### src/rtl/sdram_scheduler_pkg.sv
// Shared types and timing constants for the SDRAM scheduler.
// Owner and FSM encodings are common to the RTL and its bench.
package sdram_scheduler_pkg;

    localparam int ADDR_W = 22;
    localparam int DATA_W = 8;

    // Refresh cadence derived from the logic clock: one credit every 5 us.
    localparam int FREQ_MHZ             = 32;
    localparam int REFRESH_PERIOD_NS    = 5000;
    localparam int DEF_REFRESH_INTERVAL = FREQ_MHZ * REFRESH_PERIOD_NS / 1000;

    typedef enum logic [1:0] {
        OWN_CPU,
        OWN_PPU,
        OWN_LDR,
        OWN_REF
    } owner_t;

    typedef enum logic [1:0] {
        ST_IDLE,
        ST_ISSUE,
        ST_WAIT_BUSY,
        ST_WAIT_DONE
    } state_t;

endpackage

### src/rtl/sdram_scheduler_if.sv
// Requester ports and controller command bus of the SDRAM scheduler.
// slave is the scheduler view; master is the requesters plus controller.
interface sdram_scheduler_if;
    import sdram_scheduler_pkg::*;

    logic              cpu_req;
    logic              cpu_we;
    logic [ADDR_W-1:0] cpu_addr;
    logic [DATA_W-1:0] cpu_wdata;
    logic              cpu_ack;
    logic              cpu_done;
    logic [DATA_W-1:0] cpu_rdata;

    logic              ppu_req;
    logic [ADDR_W-1:0] ppu_addr;
    logic              ppu_ack;
    logic              ppu_done;
    logic [DATA_W-1:0] ppu_rdata;

    logic              ldr_active;
    logic              ldr_req;
    logic [ADDR_W-1:0] ldr_addr;
    logic [DATA_W-1:0] ldr_wdata;
    logic              ldr_ack;
    logic              ldr_done;

    logic              mc_read_a;
    logic              mc_read_b;
    logic              mc_write;
    logic              mc_refresh;
    logic [ADDR_W-1:0] mc_addr;
    logic [DATA_W-1:0] mc_din;
    logic              mc_busy;
    logic [DATA_W-1:0] mc_dout_a;
    logic [DATA_W-1:0] mc_dout_b;

    logic              err;

    modport slave (
        input  cpu_req, cpu_we, cpu_addr, cpu_wdata,
        output cpu_ack, cpu_done, cpu_rdata,
        input  ppu_req, ppu_addr,
        output ppu_ack, ppu_done, ppu_rdata,
        input  ldr_active, ldr_req, ldr_addr, ldr_wdata,
        output ldr_ack, ldr_done,
        output mc_read_a, mc_read_b, mc_write, mc_refresh,
        output mc_addr, mc_din,
        input  mc_busy, mc_dout_a, mc_dout_b,
        output err
    );

    modport master (
        output cpu_req, cpu_we, cpu_addr, cpu_wdata,
        input  cpu_ack, cpu_done, cpu_rdata,
        output ppu_req, ppu_addr,
        input  ppu_ack, ppu_done, ppu_rdata,
        output ldr_active, ldr_req, ldr_addr, ldr_wdata,
        input  ldr_ack, ldr_done,
        input  mc_read_a, mc_read_b, mc_write, mc_refresh,
        input  mc_addr, mc_din,
        output mc_busy, mc_dout_a, mc_dout_b,
        input  err
    );

endinterface

### src/rtl/sdram_scheduler_refresh_credit.sv
// Refresh interval timer and 3-bit saturating credit counter.
// A wrap and an issue in the same cycle cancel out.
module sdram_scheduler_refresh_credit #(
    parameter int INTERVAL    = 160,
    parameter int MAX_PENDING = 4
) (
    input  logic clk,
    input  logic resetn,
    input  logic issue,
    output logic has_credit,
    output logic urgent
);
    localparam int IW = (INTERVAL > 1) ? $clog2(INTERVAL) : 1;

    logic [IW-1:0] ival_q, ival_d;
    logic [2:0]    credit_q, credit_d;
    logic          wrap;

    // Advance the interval timer and adjust credits on wrap/issue.
    always_comb begin
        wrap     = (ival_q == IW'(INTERVAL - 1));
        ival_d   = wrap ? '0 : ival_q + IW'(1);
        credit_d = credit_q;
        if (wrap && !issue) begin
            if (credit_q != 3'd7) credit_d = credit_q + 3'd1;
        end else if (issue && !wrap) begin
            if (credit_q != 3'd0) credit_d = credit_q - 3'd1;
        end
    end

    // Counter state.
    always_ff @(posedge clk or negedge resetn) begin
        if (!resetn) begin
            ival_q   <= '0;
            credit_q <= '0;
        end else begin
            ival_q   <= ival_d;
            credit_q <= credit_d;
        end
    end

    assign has_credit = (credit_q != 3'd0);
    assign urgent     = (32'(credit_q) >= MAX_PENDING);

endmodule

### src/rtl/sdram_scheduler.sv
// Arbiter/sequencer sharing one SDRAM controller command slot.
// All outputs are registered; one operation is in flight at a time.
module sdram_scheduler
    import sdram_scheduler_pkg::*;
#(
    parameter int REFRESH_INTERVAL    = DEF_REFRESH_INTERVAL,
    parameter int REFRESH_MAX_PENDING = 4,
    parameter int BUSY_TIMEOUT        = 2
) (
    input  logic             clk,
    input  logic             resetn,
    sdram_scheduler_if.slave bus
);
    localparam int TMO_W = (BUSY_TIMEOUT > 1) ? $clog2(BUSY_TIMEOUT) : 1;

    state_t            state_q, state_d;
    owner_t            own_q, own_d;
    logic              we_q, we_d;
    logic [ADDR_W-1:0] addr_q, addr_d;
    logic [DATA_W-1:0] din_q, din_d;
    logic [TMO_W-1:0]  tmo_q, tmo_d;
    logic              cpu_ack_q, cpu_ack_d;
    logic              ppu_ack_q, ppu_ack_d;
    logic              ldr_ack_q, ldr_ack_d;
    logic              cpu_done_q, cpu_done_d;
    logic              ppu_done_q, ppu_done_d;
    logic              ldr_done_q, ldr_done_d;
    logic              rd_a_q, rd_a_d;
    logic              rd_b_q, rd_b_d;
    logic              wr_q, wr_d;
    logic              rf_q, rf_d;
    logic [DATA_W-1:0] cpu_rdata_q, cpu_rdata_d;
    logic [DATA_W-1:0] ppu_rdata_q, ppu_rdata_d;
    logic              err_q, err_d;

    logic   grant;
    owner_t win;
    logic   has_credit;
    logic   urgent;
    logic   ref_issue;
    logic   fin;

    sdram_scheduler_refresh_credit #(
        .INTERVAL   (REFRESH_INTERVAL),
        .MAX_PENDING(REFRESH_MAX_PENDING)
    ) u_credit (
        .clk       (clk),
        .resetn    (resetn),
        .issue     (ref_issue),
        .has_credit(has_credit),
        .urgent    (urgent)
    );

    // Pick the highest-priority eligible requester while idle.
    always_comb begin
        grant = 1'b0;
        win   = OWN_CPU;
        if (state_q == ST_IDLE && !bus.mc_busy) begin
            priority case (1'b1)
                urgent: begin
                    grant = 1'b1;
                    win   = OWN_REF;
                end
                bus.ldr_req: begin
                    grant = 1'b1;
                    win   = OWN_LDR;
                end
                (bus.ppu_req && !bus.ldr_active): begin
                    grant = 1'b1;
                    win   = OWN_PPU;
                end
                (bus.cpu_req && !bus.ldr_active): begin
                    grant = 1'b1;
                    win   = OWN_CPU;
                end
                has_credit: begin
                    grant = 1'b1;
                    win   = OWN_REF;
                end
                default: ;
            endcase
        end
    end

    assign ref_issue = grant && (win == OWN_REF);

    // Next state, command/ack pulses and completion handling.
    always_comb begin
        state_d     = state_q;
        own_d       = own_q;
        we_d        = we_q;
        addr_d      = addr_q;
        din_d       = din_q;
        tmo_d       = tmo_q;
        cpu_ack_d   = 1'b0;
        ppu_ack_d   = 1'b0;
        ldr_ack_d   = 1'b0;
        cpu_done_d  = 1'b0;
        ppu_done_d  = 1'b0;
        ldr_done_d  = 1'b0;
        rd_a_d      = 1'b0;
        rd_b_d      = 1'b0;
        wr_d        = 1'b0;
        rf_d        = 1'b0;
        cpu_rdata_d = cpu_rdata_q;
        ppu_rdata_d = ppu_rdata_q;
        err_d       = err_q;
        fin         = 1'b0;

        unique case (state_q)
            ST_IDLE: begin
                if (grant) begin
                    state_d = ST_ISSUE;
                    own_d   = win;
                    unique case (win)
                        OWN_CPU: begin
                            we_d      = bus.cpu_we;
                            addr_d    = bus.cpu_addr;
                            din_d     = bus.cpu_wdata;
                            cpu_ack_d = 1'b1;
                            wr_d      = bus.cpu_we;
                            rd_a_d    = !bus.cpu_we;
                        end
                        OWN_PPU: begin
                            we_d      = 1'b0;
                            addr_d    = bus.ppu_addr;
                            din_d     = '0;
                            ppu_ack_d = 1'b1;
                            rd_b_d    = 1'b1;
                        end
                        OWN_LDR: begin
                            we_d      = 1'b1;
                            addr_d    = bus.ldr_addr;
                            din_d     = bus.ldr_wdata;
                            ldr_ack_d = 1'b1;
                            wr_d      = 1'b1;
                        end
                        OWN_REF: begin
                            we_d   = 1'b0;
                            addr_d = '0;
                            din_d  = '0;
                            rf_d   = 1'b1;
                        end
                    endcase
                end
            end
            ST_ISSUE: begin
                state_d = ST_WAIT_BUSY;
                tmo_d   = '0;
            end
            ST_WAIT_BUSY: begin
                if (bus.mc_busy) begin
                    state_d = ST_WAIT_DONE;
                end else if (tmo_q == TMO_W'(BUSY_TIMEOUT - 1)) begin
                    err_d   = 1'b1;
                    fin     = 1'b1;
                    state_d = ST_IDLE;
                end else begin
                    tmo_d = tmo_q + TMO_W'(1);
                end
            end
            ST_WAIT_DONE: begin
                if (!bus.mc_busy) begin
                    fin     = 1'b1;
                    state_d = ST_IDLE;
                end
            end
            default: state_d = ST_IDLE;
        endcase

        if (fin) begin
            unique case (own_q)
                OWN_CPU: begin
                    cpu_done_d = 1'b1;
                    if (!we_q) cpu_rdata_d = bus.mc_dout_a;
                end
                OWN_PPU: begin
                    ppu_done_d  = 1'b1;
                    ppu_rdata_d = bus.mc_dout_b;
                end
                OWN_LDR: ldr_done_d = 1'b1;
                OWN_REF: ;
            endcase
        end
    end

    // State and registered outputs; reset aborts any operation.
    always_ff @(posedge clk or negedge resetn) begin
        if (!resetn) begin
            state_q     <= ST_IDLE;
            own_q       <= OWN_CPU;
            we_q        <= 1'b0;
            addr_q      <= '0;
            din_q       <= '0;
            tmo_q       <= '0;
            cpu_ack_q   <= 1'b0;
            ppu_ack_q   <= 1'b0;
            ldr_ack_q   <= 1'b0;
            cpu_done_q  <= 1'b0;
            ppu_done_q  <= 1'b0;
            ldr_done_q  <= 1'b0;
            rd_a_q      <= 1'b0;
            rd_b_q      <= 1'b0;
            wr_q        <= 1'b0;
            rf_q        <= 1'b0;
            cpu_rdata_q <= '0;
            ppu_rdata_q <= '0;
            err_q       <= 1'b0;
        end else begin
            state_q     <= state_d;
            own_q       <= own_d;
            we_q        <= we_d;
            addr_q      <= addr_d;
            din_q       <= din_d;
            tmo_q       <= tmo_d;
            cpu_ack_q   <= cpu_ack_d;
            ppu_ack_q   <= ppu_ack_d;
            ldr_ack_q   <= ldr_ack_d;
            cpu_done_q  <= cpu_done_d;
            ppu_done_q  <= ppu_done_d;
            ldr_done_q  <= ldr_done_d;
            rd_a_q      <= rd_a_d;
            rd_b_q      <= rd_b_d;
            wr_q        <= wr_d;
            rf_q        <= rf_d;
            cpu_rdata_q <= cpu_rdata_d;
            ppu_rdata_q <= ppu_rdata_d;
            err_q       <= err_d;
        end
    end

    assign bus.cpu_ack    = cpu_ack_q;
    assign bus.cpu_done   = cpu_done_q;
    assign bus.cpu_rdata  = cpu_rdata_q;
    assign bus.ppu_ack    = ppu_ack_q;
    assign bus.ppu_done   = ppu_done_q;
    assign bus.ppu_rdata  = ppu_rdata_q;
    assign bus.ldr_ack    = ldr_ack_q;
    assign bus.ldr_done   = ldr_done_q;
    assign bus.mc_read_a  = rd_a_q;
    assign bus.mc_read_b  = rd_b_q;
    assign bus.mc_write   = wr_q;
    assign bus.mc_refresh = rf_q;
    assign bus.mc_addr    = addr_q;
    assign bus.mc_din     = din_q;
    assign bus.err        = err_q;

endmodule

### src/flat_wrapper.sv
// flat-port wrapper written by rule: the top's interface ports become plain ports
module sdram_scheduler_flat import sdram_scheduler_pkg::*;
#(
    parameter int REFRESH_INTERVAL    = DEF_REFRESH_INTERVAL,
    parameter int REFRESH_MAX_PENDING = 4,
    parameter int BUSY_TIMEOUT        = 2
)
  (clk, resetn, bus_cpu_req, bus_cpu_we, bus_cpu_addr, bus_cpu_wdata, bus_cpu_ack, bus_cpu_done, bus_cpu_rdata, bus_ppu_req, bus_ppu_addr, bus_ppu_ack, bus_ppu_done, bus_ppu_rdata, bus_ldr_active, bus_ldr_req, bus_ldr_addr, bus_ldr_wdata, bus_ldr_ack, bus_ldr_done, bus_mc_read_a, bus_mc_read_b, bus_mc_write, bus_mc_refresh, bus_mc_addr, bus_mc_din, bus_mc_busy, bus_mc_dout_a, bus_mc_dout_b, bus_err);
  sdram_scheduler_if bus_i ();
  input  logic clk;
  input  logic resetn;
  input wire logic [$bits(bus_i.cpu_req)-1:0] bus_cpu_req;
  input wire logic [$bits(bus_i.cpu_we)-1:0] bus_cpu_we;
  input wire logic [$bits(bus_i.cpu_addr)-1:0] bus_cpu_addr;
  input wire logic [$bits(bus_i.cpu_wdata)-1:0] bus_cpu_wdata;
  output wire logic [$bits(bus_i.cpu_ack)-1:0] bus_cpu_ack;
  output wire logic [$bits(bus_i.cpu_done)-1:0] bus_cpu_done;
  output wire logic [$bits(bus_i.cpu_rdata)-1:0] bus_cpu_rdata;
  input wire logic [$bits(bus_i.ppu_req)-1:0] bus_ppu_req;
  input wire logic [$bits(bus_i.ppu_addr)-1:0] bus_ppu_addr;
  output wire logic [$bits(bus_i.ppu_ack)-1:0] bus_ppu_ack;
  output wire logic [$bits(bus_i.ppu_done)-1:0] bus_ppu_done;
  output wire logic [$bits(bus_i.ppu_rdata)-1:0] bus_ppu_rdata;
  input wire logic [$bits(bus_i.ldr_active)-1:0] bus_ldr_active;
  input wire logic [$bits(bus_i.ldr_req)-1:0] bus_ldr_req;
  input wire logic [$bits(bus_i.ldr_addr)-1:0] bus_ldr_addr;
  input wire logic [$bits(bus_i.ldr_wdata)-1:0] bus_ldr_wdata;
  output wire logic [$bits(bus_i.ldr_ack)-1:0] bus_ldr_ack;
  output wire logic [$bits(bus_i.ldr_done)-1:0] bus_ldr_done;
  output wire logic [$bits(bus_i.mc_read_a)-1:0] bus_mc_read_a;
  output wire logic [$bits(bus_i.mc_read_b)-1:0] bus_mc_read_b;
  output wire logic [$bits(bus_i.mc_write)-1:0] bus_mc_write;
  output wire logic [$bits(bus_i.mc_refresh)-1:0] bus_mc_refresh;
  output wire logic [$bits(bus_i.mc_addr)-1:0] bus_mc_addr;
  output wire logic [$bits(bus_i.mc_din)-1:0] bus_mc_din;
  input wire logic [$bits(bus_i.mc_busy)-1:0] bus_mc_busy;
  input wire logic [$bits(bus_i.mc_dout_a)-1:0] bus_mc_dout_a;
  input wire logic [$bits(bus_i.mc_dout_b)-1:0] bus_mc_dout_b;
  output wire logic [$bits(bus_i.err)-1:0] bus_err;
  assign bus_i.cpu_req = bus_cpu_req;
  assign bus_i.cpu_we = bus_cpu_we;
  assign bus_i.cpu_addr = bus_cpu_addr;
  assign bus_i.cpu_wdata = bus_cpu_wdata;
  assign bus_cpu_ack = bus_i.cpu_ack;
  assign bus_cpu_done = bus_i.cpu_done;
  assign bus_cpu_rdata = bus_i.cpu_rdata;
  assign bus_i.ppu_req = bus_ppu_req;
  assign bus_i.ppu_addr = bus_ppu_addr;
  assign bus_ppu_ack = bus_i.ppu_ack;
  assign bus_ppu_done = bus_i.ppu_done;
  assign bus_ppu_rdata = bus_i.ppu_rdata;
  assign bus_i.ldr_active = bus_ldr_active;
  assign bus_i.ldr_req = bus_ldr_req;
  assign bus_i.ldr_addr = bus_ldr_addr;
  assign bus_i.ldr_wdata = bus_ldr_wdata;
  assign bus_ldr_ack = bus_i.ldr_ack;
  assign bus_ldr_done = bus_i.ldr_done;
  assign bus_mc_read_a = bus_i.mc_read_a;
  assign bus_mc_read_b = bus_i.mc_read_b;
  assign bus_mc_write = bus_i.mc_write;
  assign bus_mc_refresh = bus_i.mc_refresh;
  assign bus_mc_addr = bus_i.mc_addr;
  assign bus_mc_din = bus_i.mc_din;
  assign bus_i.mc_busy = bus_mc_busy;
  assign bus_i.mc_dout_a = bus_mc_dout_a;
  assign bus_i.mc_dout_b = bus_mc_dout_b;
  assign bus_err = bus_i.err;
  sdram_scheduler #(.REFRESH_INTERVAL(REFRESH_INTERVAL), .REFRESH_MAX_PENDING(REFRESH_MAX_PENDING), .BUSY_TIMEOUT(BUSY_TIMEOUT)) u_core (.clk(clk), .resetn(resetn), .bus(bus_i));
endmodule
### config.mk
export PLATFORM = sky130hd
export DESIGN_NAME = sdram_scheduler_flat
export DESIGN_NICKNAME = d
export VERILOG_FILES = /design/src/rtl/sdram_scheduler_pkg.sv /design/src/rtl/sdram_scheduler_if.sv /design/src/rtl/sdram_scheduler_refresh_credit.sv /design/src/rtl/sdram_scheduler.sv /design/src/flat_wrapper.sv
export SDC_FILE = /design/constraint.sdc
export NUM_CORES = 1
export LEC_CHECK = 0
export BUFFER_PORTS_ARGS = -buffer_cell sky130_fd_sc_hd__buf_2
export CORE_MARGIN = 3
export CORE_UTILIZATION = 45
export DETAILED_ROUTE_END_ITERATION = 7
export PLACE_DENSITY = 0.86
export SKIP_CTS_REPAIR_TIMING = 1
export SYNTH_ARGS = -nofsm -noshare
export SYNTH_HDL_FRONTEND = slang
export SYNTH_SLANG_ARGS = --single-unit
### constraint.sdc
create_clock -name clk -period 7.7 [get_ports clk]
set_input_delay 0.385 -clock clk [delete_from_list [all_inputs] [get_ports clk]]
set_output_delay 0.385 -clock clk [all_outputs]
set_load 0.005 [all_outputs]
Yosys cells after proc, flatten, opt, wreduce, memory -nomap -nowiden
Cells that the tools add are included.
{ "word_totals": {"regBits": 73, "inputBits": 106, "out_inout_bits": 57, "elab_cells": 124} }
{ "op_classes": {"addsub": 4, "order_cmp": 1, "n_eq_ne": 15, "n_mux": 56, "bitwise": 2, "reduce_logical": 26} }
{ "op_table": {"columns": ["cell", "n"], "rows": [
  ["$pmux W22 S4", 1],
  ["$mux W1", 34],
  ["$pmux W8 S3", 1],
  ["$mux W2", 10],
  ["$mux W3", 4],
  ["$reduce_and A3 Y1", 4],
  ["$eq A2 B2 Y1 const B", 5],
  ["$add A8 B1 Y8 const B", 1],
  ["$eq A8 B8 Y1 const B", 1],
  ["$mux W8", 1],
  ["$pmux W2 S4", 1],
  ["$eq A2 B1 Y1 const B", 3],
  ["$logic_and A1 B1 Y1", 6],
  ["$logic_not A2 Y1", 3],
  ["$pmux W1 S2", 3],
  ["$reduce_and A2 Y1", 3],
  ["$reduce_bool A2 Y1", 3],
  ["$logic_not A1 Y1", 5],
  ["$ne A2 B1 Y1 const B", 2],
  ["$ne A2 B2 Y1 const B", 2],
  ["$add A3 B1 Y3 const B", 1],
  ["$ge A3 B3 Y1 const B", 1],
  ["$ne A3 B2 Y1 const B", 1],
  ["$ne A3 B3 Y1 const B", 1],
  ["6 further kinds", 7]
]} }

Longest topological paths before layout
{ "depth": {"ltp_word": 13, "mapped_depth": 12, "mapped_depth_nobuf": 10} }

Modules after synthesis
From an unflattened synthesis, not the netlist that was laid out.
{ "unflattened": {"hier_cells": 314, "hier_area_um2": 3417.0} }
{ "by_module_without_submodules": {"columns": ["module", "n_inst", "cells_each", "area_each_um2", "seq_area_each_um2"], "rows": [
  ["sdram_scheduler", 1, 244, 2747.6, 1551.5],
  ["sdram_scheduler_refresh_credit", 1, 70, 669.4, 275.3]
]} }

Worst setup path after synthesis
No wires, ideal clock.
{ "synth_timing": {"path_kind": "input port to flip-flop", "from": "in bus_ldr_req", "to": "reg u_core.u_credit.credit_q[2]", "setup_ps": 138, "t_arrival_ps": 2737, "setup_slack_ps": 4825, "path_stages": 11, "n_path_buf": 1, "path_cell_list": "buf_6 or3b_2 o311a_1 nor3_1 inv_1 ha_1 xnor2_1 ha_1 or3_1 a2111oi_0 a21oi_1"} }
{ "synth_via": {"elab_chain_len": 9, "word_cells_on_any_way": 16, "classes_between": "2 x eq/ne; 7 x mux; 7 x reduce/logical"} }
{ "synth_lines": {"columns": ["item", "line_no", "text"], "rows": [
  ["start, declared", "flat_wrapper.sv:25", "input wire logic [$bits(bus_i.ldr_req)-1:0] bus_ldr_req;"],
  ["$mux W2 (2 in a row)", "sdram_scheduler.sv:59", "priority case (1'b1)"],
  ["$mux W2", "sdram_scheduler.sv:58", "if (state_q == ST_IDLE && !bus.mc_busy) begin"],
  ["$eq A2 B2 Y1", "sdram_scheduler.sv:85", "assign ref_issue = grant && (win == OWN_REF);"],
  ["$logic_and A1 B1 Y1 *", "sdram_scheduler.sv:85", null],
  ["$logic_not A1 Y1", "sdram_scheduler_refresh_credit.sv:24", "if (wrap && !issue) begin"],
  ["$logic_and A1 B1 Y1", "sdram_scheduler_refresh_credit.sv:24", null],
  ["$ne A2 B1 Y1 (no source line) / $reduce_bool A2 Y1 (equally long branches)", null, null],
  ["$reduce_and A3 Y1 (no source line)", null, null],
  ["end signal, assigned", "sdram_scheduler_refresh_credit.sv:38", "credit_q <= credit_d;"],
  ["end, declared", "sdram_scheduler_refresh_credit.sv:16", "logic [2:0] credit_q, credit_d;"]
]} }
Every way passes the cells marked *; elsewhere a longest branch is shown, timed or not.
A chain may end at the register's enable or synchronous reset.

Final worst setup path
{ "layout_timing": {"from": "reg u_core.u_credit.ival_q[0]", "to": "reg u_core.u_credit.credit_q[2]"} }
{ "layout_via": {"elab_chain_len": 5, "word_cells_on_any_way": 9, "classes_between": "2 x eq/ne; 1 x mux; 6 x reduce/logical"} }
{ "layout_lines": {"columns": ["item", "line_no", "text"], "rows": [
  ["start, declared", "sdram_scheduler_refresh_credit.sv:15", "logic [IW-1:0] ival_q, ival_d;"],
  ["start signal, assigned", "sdram_scheduler_refresh_credit.sv:37", "ival_q <= ival_d;"],
  ["$eq A8 B8 Y1 *", "sdram_scheduler_refresh_credit.sv:21", "wrap = (ival_q == IW'(INTERVAL - 1));"],
  ["$logic_not A1 Y1", "sdram_scheduler_refresh_credit.sv:26", "end else if (issue && !wrap) begin"],
  ["$logic_and A1 B1 Y1", "sdram_scheduler_refresh_credit.sv:26", null],
  ["$reduce_bool A2 Y1 (no source line)", null, null],
  ["$reduce_and A3 Y1 (no source line)", null, null]
]} }
Marked as above.

==> impl_metrics.env <==
export IMPL_postSynth_asyncResetShare_pct=100.0
export IMPL_cts_buffer_depth=2
export IMPL_count_of_buffers_inserted_at_the_top_level_ports=162
export IMPL_antenna_violating_nets_post_route=0
export IMPL_unrepaired_setup_endpoints_after_global_routing="false"
export IMPL_worst_endpoint_required_ns=7.91
export IMPL_critical_path_startpoint_type="flop"
export IMPL_io_pins=163
export IMPL_yosys_register_bits=73
export IMPL_worst_endpoint_arrival_ns=3.46
export IMPL_globalplace_congestion=0.8646
export IMPL_timing_fmax_ghz=0.3081
export IMPL_synthTopCellsByArea="dfrtp_1 (54%), mux2_2 (5.3%), o21ai_0 (4.1%), a22oi_1 (3.5%), a21oi_1 (3.2%)"
export IMPL_post_route_drc_count=0
export IMPL_fp_dieH_um=92.82
export IMPL_avgSynthCellArea_um2=10.98
export IMPL_ys_warn_count=0
export IMPL_filler_cell_count=672
export IMPL_post_layout_nonfiller_instances=571
export IMPL_worst_setup_hold_path_clk_slew_ns=0.09
export IMPL_worst_ir_drop_vdd_v=0.0001424
export IMPL_ff_to_ff_setup_slack_ns=4.45
export IMPL_synth_net_count=419
export IMPL_criticalPathCategory="reg2reg"
export IMPL_initialDrtViolationCount=180
export IMPL_power_per_cell_area_mw_per_mm2=307.5
export IMPL_clock_tree_root_cell="clkbuf_8"
export IMPL_crit_slowest_cell="nor4b_1"
export IMPL_nNetsFinal=577
export IMPL_synth_lib_cells_used_distinct=48
export IMPL_die_width_um=92.82
export IMPL_max_cap_violations=0
export IMPL_timing_critical_path_buf_inv=0
export IMPL_fin_crit_sh_pct=42.15
export IMPL_leakage_power_total_uw=0.002243
export IMPL_cts_inserted_buffers=9
export IMPL_hold_viol=0
export IMPL_min_path_type="in2async"
export IMPL_worst_path_largest_cell_delay_ns=0.83
export IMPL_worstSkewPairLatency_ns=0.35
export IMPL_synthesis_area_mm2=0.003392
export IMPL_layout_cells_most_common="buf_2"
export IMPL_grt_pass1_wl_um=14030
export IMPL_tritoncts_clock_tree="done"
export IMPL_place_ws_ns=4.372
export IMPL_grt_max_degree=74
export IMPL_fraction_of_the_core_area_covered_by_cells_at_the_end_of_the_flow_pct=60.95
export IMPL_setup_slack_ns=4.455
export IMPL_routed_via_density=5.447
export IMPL_cts_sink_count=73
export IMPL_synth_seq_area_share_pct=53.85
export IMPL_ant_cells=0
export IMPL_tightestPinTransition_ns=1.236
export IMPL_post_route_min_period_ns=3.245
export IMPL_die_area_mm2=0.008616
export IMPL_h_tree_level_count=3
export IMPL_grt_antenna_before_repair=0
export IMPL_timing_critical_path_max_delay_family="simple AND/OR/NAND/NOR gates"
export IMPL_status="finished clean"
export IMPL_final_setup_violating_endpoints=0
export IMPL_syn_inst=309
export IMPL_fp_coreArea_mm2=0.007292
export IMPL_dpl_cell_count=555
export IMPL_slew_limit_headroom_pct=17.40
export IMPL_grt_pass1_vias=2987
export IMPL_initial_core_util_pct=46.52
export IMPL_critical_path_cell_chain="ha_1 -> nand2_1 -> nor4b_1 -> ha_1 -> xnor2_1 -> ha_1 -> or3_1 -> a2111oi_0 -> a21oi_1"
export IMPL_route_vias_total=3110
export IMPL_synthDominantAreaCellType="dfrtp_1"
export IMPL_synth_top_cell_area_share_pct=53.85
export IMPL_most_common_layout_cells="buf_2 (161), dfrtp_1 (73), o21ai_0 (28)"
export IMPL_drt_wirelength_per_cell_um=15.90
export IMPL_clock_skew_ns=0.009552
export IMPL_fin_setup_tns_ns=0
export IMPL_post_layout_total_power_uw=1367
export IMPL_timing_critical_path_mode_cell="ha_1"
export IMPL_ratio_of_cells_with_drive_above_1_in_the_final_layout_pct=43.86
export IMPL_area_delta_synth_final_pct=31.02
export IMPL_drt_first_pass_iters=6
export IMPL_groute_usage_overall_pct=20.71
export IMPL_worst_setup_path_end_kind="flop"
export IMPL_routed_wirelength_um=9077
export IMPL_timing_max_transition_violations_final=0
export IMPL_ys_flop_type="dfrtp_1"
export IMPL_overflow=0
export IMPL_dp_hpwl_um=6813
export IMPL_fp_row_count=31
export IMPL_worst_path_max_fanout=6
export IMPL_synth_enable_flop_cells=0
==> final timing paths <==
| path | from | end | depth (start not counted) |
|---|---|---|---|
| min | resetn | u_core.tmo_q | 1 |
| max | u_core.u_credit.ival_q[0] | u_core.u_credit.credit_q[2] | 9 |
| min in group clk | bus_cpu_we | u_core.bus.mc_read_a | 2 |
| max in group asynchronous | resetn | u_core.bus.mc_din[0] | 1 |
| min reg2reg | u_core.bus.err | u_core.bus.err | 1 |
| max reg2reg | u_core.u_credit.ival_q[0] | u_core.u_credit.credit_q[2] | 9 |
==> report_power, final <==
group	switching, µW	internal [µW]
Combinational	249	232
Clock	156	123
Sequential	88.5	517
Total	494	873
==> routing by layer <==
| layer | track usage, % | wire (µm) | vias up |
|---|---|---|---|
| met3 | 4.630 | 646 | 12 |
| met1 | 25.52 | 3644 | 1495 |
| li1 | - | - | 1469 |
| met5 | 0 | 0 | - |
| met2 | 35.81 | 4653 | 134 |
| met4 | 6.960 | 133 | 0 |
==> logic make-up after synthesis <==
group / after synthesis / share of synthesized area (%)
AOI/OAI and AO/OA: 109 / 22.10
xor gates and xnor gates: 6 / 1.549
adders and majority gates: 4 / 1.476
buffers and inverters: 39 / 5.570
DFF: 73 / 53.85
muxes: 17 / 5.607
and+or+nand+nor: 61 / 9.849
==> through the flow <==
step,area (µm²),hold slack (ns)
6_report,4444,0.1557
2_1_floorplan,3392,0.08941
3_5_place_dp,4258,0.4640
5_1_grt,4444,0.1760
3_3_place_gp,4258,0.4558
4_1_cts,4444,0.1768
==> worst reg2reg max path, stage by stage, from the launching register on <==
cell and delay, ns:
dfrtp_1 0.43, ha_1 0.26, nand2_1 0.09, nor4b_1 0.83, ha_1 0.34, xnor2_1 0.09
ha_1 0.19, or3_1 0.38, a2111oi_0 0.45, a21oi_1 0.07
==> synth_stat cells (3+ instances only) <==
| cell | n |
|---|---|
| a21oi_1 | 22 |
| a221oi_1 | 6 |
| a222oi_1 | 8 |
| a22oi_1 | 16 |
| and3_1 | 3 |
| buf_2 | 7 |
| buf_4 | 3 |
| buf_6 | 3 |
| clkbuf_1 | 6 |
| dfrtp_1 | 73 |
| ha_1 | 4 |
| inv_1 | 20 |
| mux2_2 | 16 |
| nand2_1 | 9 |
| nand3_1 | 12 |
| nor2_1 | 13 |
| nor2b_1 | 5 |
| nor3_1 | 3 |
| nor4b_1 | 3 |
| o211ai_1 | 7 |
| o21a_1 | 3 |
| o21ai_0 | 28 |
| o32ai_1 | 7 |
| xnor2_1 | 4 |
==> flip-flops by register name, summed over array words and instances (netlist names), 2 cells and up <==
register / flops
u_core.bus.mc_addr: 22
u_core.bus.cpu_rdata: 8
u_core.bus.mc_din: 8
u_core.bus.ppu_rdata: 8
u_core.u_credit.ival_q: 8
u_core.u_credit.credit_q: 3
u_core.own_q: 2
u_core.state_q: 2
==> final cells by class <==
class / count / area, µm² / share of cell area (%)
inverter: 20 / 75.07 / 1.689
sequential: 73 / 1827 / 41.10
tap: 99 / 123.9 / 2.787
clock buffer: 9 / 123.9 / 2.787
clock inverter: 7 / 62.56 / 1.408
timing repair buffer: 166 / 843.3 / 18.98
multi-input combinational: 197 / 1389 / 31.25
Note: power is estimated with default switching activity, not from simulation.
